===== config.mk =====
export PLATFORM = sky130hd
export DESIGN_NAME = tile_ctl
export DESIGN_NICKNAME = d
export VERILOG_FILES = /design/src/rtl/saper_pkg.sv /design/src/rtl/tile_fifo.sv /design/src/rtl/tile_ctl.sv
export SDC_FILE = /design/constraint.sdc
export NUM_CORES = 2
export LEC_CHECK = 0
export ABC_AREA = 1
export CAP_MARGIN = 10
export CORE_ASPECT_RATIO = 1.4
export CORE_UTILIZATION = 65
export CTS_BUF_LIST = sky130_fd_sc_hd__clkbuf_8
export DETAILED_ROUTE_END_ITERATION = 16
export PLACE_DENSITY = 0.8
export SLEW_MARGIN = 0
export SYNTH_ARGS = -nofsm -noshare
export SYNTH_HDL_FRONTEND = slang
export SYNTH_HIERARCHICAL = 1
export SYNTH_SLANG_ARGS = --single-unit

===== constraint.sdc =====
create_clock -name clk -period 40.6 [get_ports clk]
set_input_delay 12.18 -clock clk [delete_from_list [all_inputs] [get_ports clk]]
set_output_delay 12.18 -clock clk [all_outputs]
set_load 0.03 [all_outputs]

===== src/rtl/saper_pkg.sv =====
// Shared definitions for the Saper board sequencer: tile word layout,
// sequencer states, board geometry and the neighbour walk order.
package saper_pkg;

   localparam int MAX_DIM = 16;
   localparam int AW      = $clog2(MAX_DIM * MAX_DIM);
   localparam int XW      = $clog2(MAX_DIM);

   // Tile word bit positions; bits 3:0 hold the neighbour mine count
   localparam int TILE_BOMB = 7;
   localparam int TILE_REV  = 6;
   localparam int TILE_FLAG = 5;

   typedef enum logic [3:0] {
      IDLE, PLAY, RD, CHK, POP, NRD, NCHK, WIN, LOSE
   } state_t;

   // Neighbour offsets as 2-bit two's complement, entry 0 = (dy,dx)=(-1,-1)
   // through entry 7 = (+1,+1), centre excluded
   localparam logic [7:0][1:0] NBR_DY = {2'b01, 2'b01, 2'b01, 2'b00,
                                         2'b00, 2'b11, 2'b11, 2'b11};
   localparam logic [7:0][1:0] NBR_DX = {2'b01, 2'b00, 2'b11, 2'b01,
                                         2'b11, 2'b01, 2'b00, 2'b11};

   // Neighbour coordinate in 6-bit signed form: bit5 set means off the low edge
   function automatic logic [5:0] nbr_coord(input logic [XW-1:0] c, input logic [1:0] d);
      return 6'(c) + {{4{d[1]}}, d};
   endfunction

endpackage


===== src/rtl/tile_fifo.sv =====
// Flood-fill work queue: synchronous FIFO of tile addresses with flush.
// Read data is registered and held until the next pop.
module tile_fifo import saper_pkg::*; #(
   parameter int DEPTH = MAX_DIM * MAX_DIM,
   parameter int DW    = AW
) (
   input  logic          clk,
   input  logic          rst_n,
   input  logic          flush,
   input  logic          push,
   input  logic [DW-1:0] push_data,
   input  logic          pop,
   output logic [DW-1:0] pop_data,
   output logic          empty
);

   localparam int PW = $clog2(DEPTH);
   localparam logic [PW:0] FULL_CNT = DEPTH[PW:0];

   logic [DW-1:0] mem_arr [DEPTH];
   logic [DW-1:0] pop_data_reg;
   logic [PW-1:0] wr_ptr_reg, rd_ptr_reg;
   logic [PW:0]   count_reg;
   logic          do_push, do_pop;

   assign empty    = (count_reg == '0);
   assign do_pop   = pop && !empty && !flush;
   assign do_push  = push && !flush && ((count_reg != FULL_CNT) || do_pop);
   assign pop_data = pop_data_reg;

   // Storage array and registered read port
   always_ff @(posedge clk) begin
      if (do_push) mem_arr[wr_ptr_reg] <= push_data;
      if (do_pop)  pop_data_reg <= mem_arr[rd_ptr_reg];
   end

   // Pointer and occupancy bookkeeping; flush empties the queue
   always_ff @(posedge clk or negedge rst_n) begin
      if (!rst_n) begin
         wr_ptr_reg <= '0;
         rd_ptr_reg <= '0;
         count_reg  <= '0;
      end else if (flush) begin
         wr_ptr_reg <= '0;
         rd_ptr_reg <= '0;
         count_reg  <= '0;
      end else begin
         if (do_push) wr_ptr_reg <= wr_ptr_reg + PW'(1);
         if (do_pop)  rd_ptr_reg <= rd_ptr_reg + PW'(1);
         if (do_push && !do_pop)      count_reg <= count_reg + (PW+1)'(1);
         else if (!do_push && do_pop) count_reg <= count_reg - (PW+1)'(1);
      end
   end

endmodule


===== src/rtl/tile_ctl.sv =====
// Saper game sequencer: click handling, flag/reveal, queue-driven flood fill,
// win/lose detection, and renderer-priority sharing of the tile RAM port.
module tile_ctl import saper_pkg::*; (
   input  logic          clk,
   input  logic          rst,
   input  logic          start,
   input  logic [4:0]    board_size,
   input  logic [7:0]    bomb_total,
   input  logic          click_valid,
   output logic          click_ready,
   input  logic [4:0]    click_x,
   input  logic [4:0]    click_y,
   input  logic          click_left,
   input  logic          click_right,
   output logic [AW-1:0] mem_addr,
   output logic          mem_we,
   output logic [7:0]    mem_wdata,
   input  logic [7:0]    mem_rdata,
   input  logic          draw_req,
   input  logic [AW-1:0] draw_addr,
   output logic          draw_rvalid,
   output logic          busy,
   output logic          win,
   output logic          lose,
   output logic [7:0]    flag_cnt,
   output logic [8:0]    revealed_cnt
);

   state_t        state_reg;
   logic [4:0]    size_reg;
   logic [7:0]    bombs_reg;
   logic [XW-1:0] cx_reg, cy_reg;
   logic          right_reg;
   logic [2:0]    nbr_reg;
   logic          nbr_ok_reg, rd_issued_reg, draw_rvalid_reg, win_reg, lose_reg;
   logic [7:0]    hold_reg, flag_cnt_reg;
   logic [8:0]    rev_cnt_reg;

   logic          q_push, q_pop, q_empty;
   logic [AW-1:0] q_push_data, q_head;
   logic [AW-1:0] ctl_addr, click_addr, nbr_addr;
   logic          ctl_we, click_ok, nbr_in, go;
   logic [7:0]    ctl_wdata, word;
   logic [5:0]    nx, ny;
   logic [9:0]    board_sq, win_target;
   logic [8:0]    rev_inc;

   tile_fifo u_fifo (
      .clk       (clk),
      .rst_n     (rst),
      .flush     (start),
      .push      (q_push),
      .push_data (q_push_data),
      .pop       (q_pop),
      .pop_data  (q_head),
      .empty     (q_empty)
   );

   // A stalled read leaves its data in hold_reg, so CHK/NCHK use that on retry
   assign word       = rd_issued_reg ? mem_rdata : hold_reg;
   assign click_addr = {cy_reg, cx_reg};
   assign click_ok   = (click_x < size_reg) && (click_y < size_reg) && (click_left ^ click_right);
   assign nx         = nbr_coord(q_head[XW-1:0], NBR_DX[nbr_reg]);
   assign ny         = nbr_coord(q_head[AW-1:XW], NBR_DY[nbr_reg]);
   assign nbr_in     = !nx[5] && !ny[5] && (nx[4:0] < size_reg) && (ny[4:0] < size_reg);
   assign nbr_addr   = {ny[XW-1:0], nx[XW-1:0]};
   assign board_sq   = {5'd0, size_reg} * {5'd0, size_reg};
   assign win_target = board_sq - {2'd0, bombs_reg};
   assign rev_inc    = (rev_cnt_reg == 9'h1FF) ? rev_cnt_reg : rev_cnt_reg + 9'd1;
   assign go         = !draw_req && !start;

   // Renderer always wins the port; controller writes are suppressed meanwhile
   assign mem_addr     = draw_req ? draw_addr : ctl_addr;
   assign mem_we       = ctl_we;
   assign mem_wdata    = ctl_wdata;
   assign draw_rvalid  = draw_rvalid_reg;
   assign click_ready  = (state_reg == PLAY);
   assign busy         = (state_reg inside {RD, CHK, POP, NRD, NCHK});
   assign win          = win_reg;
   assign lose         = lose_reg;
   assign flag_cnt     = flag_cnt_reg;
   assign revealed_cnt = rev_cnt_reg;

   // Controller RAM access, tile update word and queue push/pop per state
   always_comb begin
      ctl_addr    = '0;
      ctl_we      = 1'b0;
      ctl_wdata   = '0;
      q_push      = 1'b0;
      q_push_data = nbr_addr;
      q_pop       = 1'b0;
      unique case (state_reg)
         RD:  ctl_addr = click_addr;
         CHK: begin
            ctl_addr    = click_addr;
            q_push_data = click_addr;
            if (go) begin
               if (right_reg) begin
                  if (!word[TILE_REV]) begin
                     ctl_we    = 1'b1;
                     ctl_wdata = word ^ (8'd1 << TILE_FLAG);
                  end
               end else if (!word[TILE_FLAG] && !word[TILE_REV]) begin
                  ctl_we    = 1'b1;
                  ctl_wdata = word | (8'd1 << TILE_REV);
                  q_push    = !word[TILE_BOMB] && (word[3:0] == 4'd0);
               end
            end
         end
         POP:  q_pop = !start && !q_empty;
         NRD:  ctl_addr = nbr_addr;
         NCHK: begin
            ctl_addr = nbr_addr;
            if (go && nbr_ok_reg && (word[7:5] == 3'b000)) begin
               ctl_we    = 1'b1;
               ctl_wdata = word | (8'd1 << TILE_REV);
               q_push    = (word[3:0] == 4'd0);
            end
         end
         default: ;
      endcase
   end

   // Sequencer state, counters and terminal flags
   always_ff @(posedge clk or negedge rst) begin
      if (!rst) begin
         state_reg       <= IDLE;
         size_reg        <= '0;
         bombs_reg       <= '0;
         cx_reg          <= '0;
         cy_reg          <= '0;
         right_reg       <= 1'b0;
         nbr_reg         <= '0;
         nbr_ok_reg      <= 1'b0;
         rd_issued_reg   <= 1'b0;
         hold_reg        <= '0;
         draw_rvalid_reg <= 1'b0;
         win_reg         <= 1'b0;
         lose_reg        <= 1'b0;
         flag_cnt_reg    <= '0;
         rev_cnt_reg     <= '0;
      end else begin
         draw_rvalid_reg <= draw_req;
         rd_issued_reg   <= 1'b0;
         if (rd_issued_reg) hold_reg <= mem_rdata;
         if (start) begin
            state_reg    <= PLAY;
            size_reg     <= (board_size > 5'(MAX_DIM)) ? 5'(MAX_DIM) : board_size;
            bombs_reg    <= bomb_total;
            win_reg      <= 1'b0;
            lose_reg     <= 1'b0;
            flag_cnt_reg <= '0;
            rev_cnt_reg  <= '0;
         end else begin
            unique case (state_reg)
               PLAY: if (click_valid && click_ok) begin
                  cx_reg    <= click_x[XW-1:0];
                  cy_reg    <= click_y[XW-1:0];
                  right_reg <= click_right;
                  state_reg <= RD;
               end
               RD: if (!draw_req) begin
                  rd_issued_reg <= 1'b1;
                  state_reg     <= CHK;
               end
               CHK: if (!draw_req) begin
                  if (right_reg) begin
                     if (!word[TILE_REV]) begin
                        if (word[TILE_FLAG])
                           flag_cnt_reg <= (flag_cnt_reg == 8'd0) ? 8'd0 : flag_cnt_reg - 8'd1;
                        else
                           flag_cnt_reg <= (flag_cnt_reg == 8'hFF) ? 8'hFF : flag_cnt_reg + 8'd1;
                     end
                     state_reg <= PLAY;
                  end else if (word[TILE_FLAG] || word[TILE_REV]) begin
                     state_reg <= PLAY;
                  end else if (word[TILE_BOMB]) begin
                     lose_reg  <= 1'b1;
                     state_reg <= LOSE;
                  end else begin
                     rev_cnt_reg <= rev_inc;
                     if (word[3:0] == 4'd0) begin
                        state_reg <= POP;
                     end else if ({1'b0, rev_inc} == win_target) begin
                        win_reg   <= 1'b1;
                        state_reg <= WIN;
                     end else begin
                        state_reg <= PLAY;
                     end
                  end
               end
               POP: if (q_empty) begin
                  if ({1'b0, rev_cnt_reg} == win_target) begin
                     win_reg   <= 1'b1;
                     state_reg <= WIN;
                  end else begin
                     state_reg <= PLAY;
                  end
               end else begin
                  nbr_reg   <= '0;
                  state_reg <= NRD;
               end
               NRD: if (!draw_req) begin
                  rd_issued_reg <= nbr_in;
                  nbr_ok_reg    <= nbr_in;
                  state_reg     <= NCHK;
               end
               NCHK: if (!draw_req) begin
                  if (nbr_ok_reg && (word[7:5] == 3'b000)) rev_cnt_reg <= rev_inc;
                  if (nbr_reg == 3'd7) begin
                     state_reg <= POP;
                  end else begin
                     nbr_reg   <= nbr_reg + 3'd1;
                     state_reg <= NRD;
                  end
               end
               default: ;
            endcase
         end
      end
   end

endmodule


==> metrics.cfg <==
[power_and_ir_drop]
intPower_mw=3.54
clkPwrFrac_pct=33.1
p_sw_mw=1.22
p_per_area_mw_per_mm2=48.9
peakVddDrop_v=0.0000509
leakage_nw=34.8
sw_frac_of_total_pct=25.5
pwr-share-comb_pct=10.4
p_seq_share_pct=56.5

[cells_and_area]
final_common_cell=nand2_1
drive_above_1_share_pct=6.54
area_growth_syn_to_layout_pct=7.59
nets=8021
largest_reg_flops=2048
n_fill_cell=9187
mostFrequentLayoutCells=nand2_1, nand3_1, edfxtp_1

[timing]
hold_violations=0
fin_ws_ns=13.93
period_minus_slack_ns=26.67
relSlewSlack_pct=20.3
drv_slew=0
rsz0062_at_grt=no
period_share_pct=65.7
setup_tns_ns=0
whs_ns=0.502
fmax_mhz=37.5
tightestPinTransition_ns=1.19
setup_viol=0
finClkSkew_ns=0.0496

[routing]
vias_per_cell=6.31
firstDrtPassIters=8
vias=62400
ant_nets=0
drt_first_iter_violations=9131
wl_per_cell_um=23.8
drc=0
drt_wl_total_um=235000

[placed_design]
pre_cts_ws_ns=13.97
gp_congestion=0.939
io_buffers=84
dp_hpwl_um=134000

[clock_tree]
ctsHoldBuffers=0
post-cts-setup-buffers=0
cts_max_path_buffers=4
h-tree-depth=5
cts_root_buf=clkbuf_8
cts.sinks=2140
ctsResizeCount=0
cts_buffers=309
cts_tree=yes
clock_latency_ns=1.03
cts.clk_slew.worst_paths_ns=0.06

[worst_hold_path]
hold_class=flop to flop

[outcome]
status=completed

[synth]
synth_area_mm2=0.0905
synth_area_leaders=edfxtp_1, nand3_1, nand2_1
syn_inst=7925
yosysUniqueCellTypes=58
synth-seq-cells=2140
seq_area_frac_synth_pct=70.5
syn_area_per_cell_um2=11.4
synth_largest_area_cell=edfxtp_1
synth-warning-count=6
synth_top_area_share_pct=68.2
syn_nets=8054

[floorplan]
die_height_um=444
initial_core_util_pct=65.7
die-area_mm2=0.141
num_io_pins=85
fp.dieW_um=317
design.core.area_mm2=0.138
rows=161

[global_routing]
overflow=0
antenna_found_initial=6
grt_pass1_vias=60300
grt_usage_pct=33.5
grt_pass1_wl_um=351000
grt_max_degree=217

[worst_setup_path]
critPathKind=input pin to output pin
endpoint_kind=output pin
critical_path_arrival_ns=14.49
cp.required_ns=28.42
startpoint_type=input pin
path_max_fanout=18

[job]
maxCapViolCount=0

-- Yosys cell counts (all sizes together) --
library cell	n
a2111oi	1
a211oi	2
a21oi	39
a22oi	2
a31oi	12
and2	2
buf	407
clkbuf	94
clkinv	5
dfrtp	84
edfxtp	2056
fa	16
ha	67
inv	161
mux2	8
mux2i	1
nand2	2349
nand3	2078
nand3b	6
nand4	19
nor2	353
nor3	24
nor3b	1
nor4	3
o211ai	7
o21ai	67
o21ba	1
o21bai	1
o22ai	7
o311ai	1
o31ai	4
o32ai	3
o41ai	1
or2	9
xnor2	9
xor2	25
-- routing by layer --
metal | routed length [um] | global-route usage (%) | share of wire [%] | vias to the layer above
met3 | 26100 | 6.61 | 11 | 788
met5 | 29 | 0 | 0.012 | -
li1 | - | - | - | 27800
met1 | 81600 | 42.5 | 35 | 29700
met4 | 14500 | 20.4 | 6.2 | 6
met2 | 113000 | 53.4 | 48 | 4122
-- final cells by class --
type | count | area [um2] | area share [%]
diodes | 4 | 10.0 | 0.0103
well taps | 1793 | 2240 | 2.30
repair buffers | 157 | 1480 | 1.52
clock inverters | 194 | 1130 | 1.16
flip-flops and latches | 2140 | 63900 | 65.6
inverters | 166 | 657 | 0.675
clock buffers | 318 | 4380 | 4.49
multi-input cells | 5118 | 23600 | 24.3
-- power by group through the flow --
stage	sequential, mW	clock [mW]	combinational [mW]
2_1_floorplan	2.83	0	0.230
3_3_place_gp	2.73	0	0.478
3_5_place_dp	2.73	0	0.489
4_1_cts	2.69	1.59	0.490
5_1_grt	2.69	1.68	0.522
6_report	2.69	1.58	0.496
-- critical path, stage by stage --
cell and delay [ns]:
clkdlybuf4s50_1 0.70, clkinv_1 0.51, a31oi_1 0.38, clkdlybuf4s50_1 0.72
-- through the flow --
| stage | cells | power, mW | util, % | cell area (um2) |
|---|---|---|---|---|
| after floorplan | 7925 | 3.06 | - | 90500 |
| after global placement | 9374 | 3.21 | 66.7 | 91900 |
| after detailed placement | 9374 | 3.22 | 66.7 | 91900 |
| after CTS | 9886 | 4.76 | 70.7 | 97400 |
| after global routing | 9887 | 4.89 | 70.7 | 97400 |
| final | 9890 | 4.76 | 70.7 | 97400 |
-- logic make-up after synthesis --
group / synth area share (%)
buffers and inverters: 3.46
and+or+nand+nor: 23.4
muxes: 0.111
xor gates and xnor gates: 0.329
DFF: 70.5
adders and majority gates: 1.28
AOI/OAI and AO/OA: 0.929
-- worst paths after layout --
check / from / to / slack [ns] / cells after the start
worst max-delay path: draw_req / mem_addr[2] / 13.93 / 4
worst min-delay path: win$_DFFE_PN0P_ / win$_DFFE_PN0P_ / 0.50 / 2
worst max register to register: nbr_reg[0]$_DFFE_PN0P_ / u_fifo/mem_arr[77][3]$_DFFE_PP_ / 34.07 / 13
worst min register to register: win$_DFFE_PN0P_ / win$_DFFE_PN0P_ / 0.50 / 2
max in group asynchronous: rst / u_fifo/rd_ptr_reg[0]$_DFFE_PN0P_ / 28.26 / 2
min in group asynchronous: rst / revealed_cnt[5]$_DFFE_PN0P_ / 11.03 / 1
Note: power is estimated with default switching activity, not from simulation.
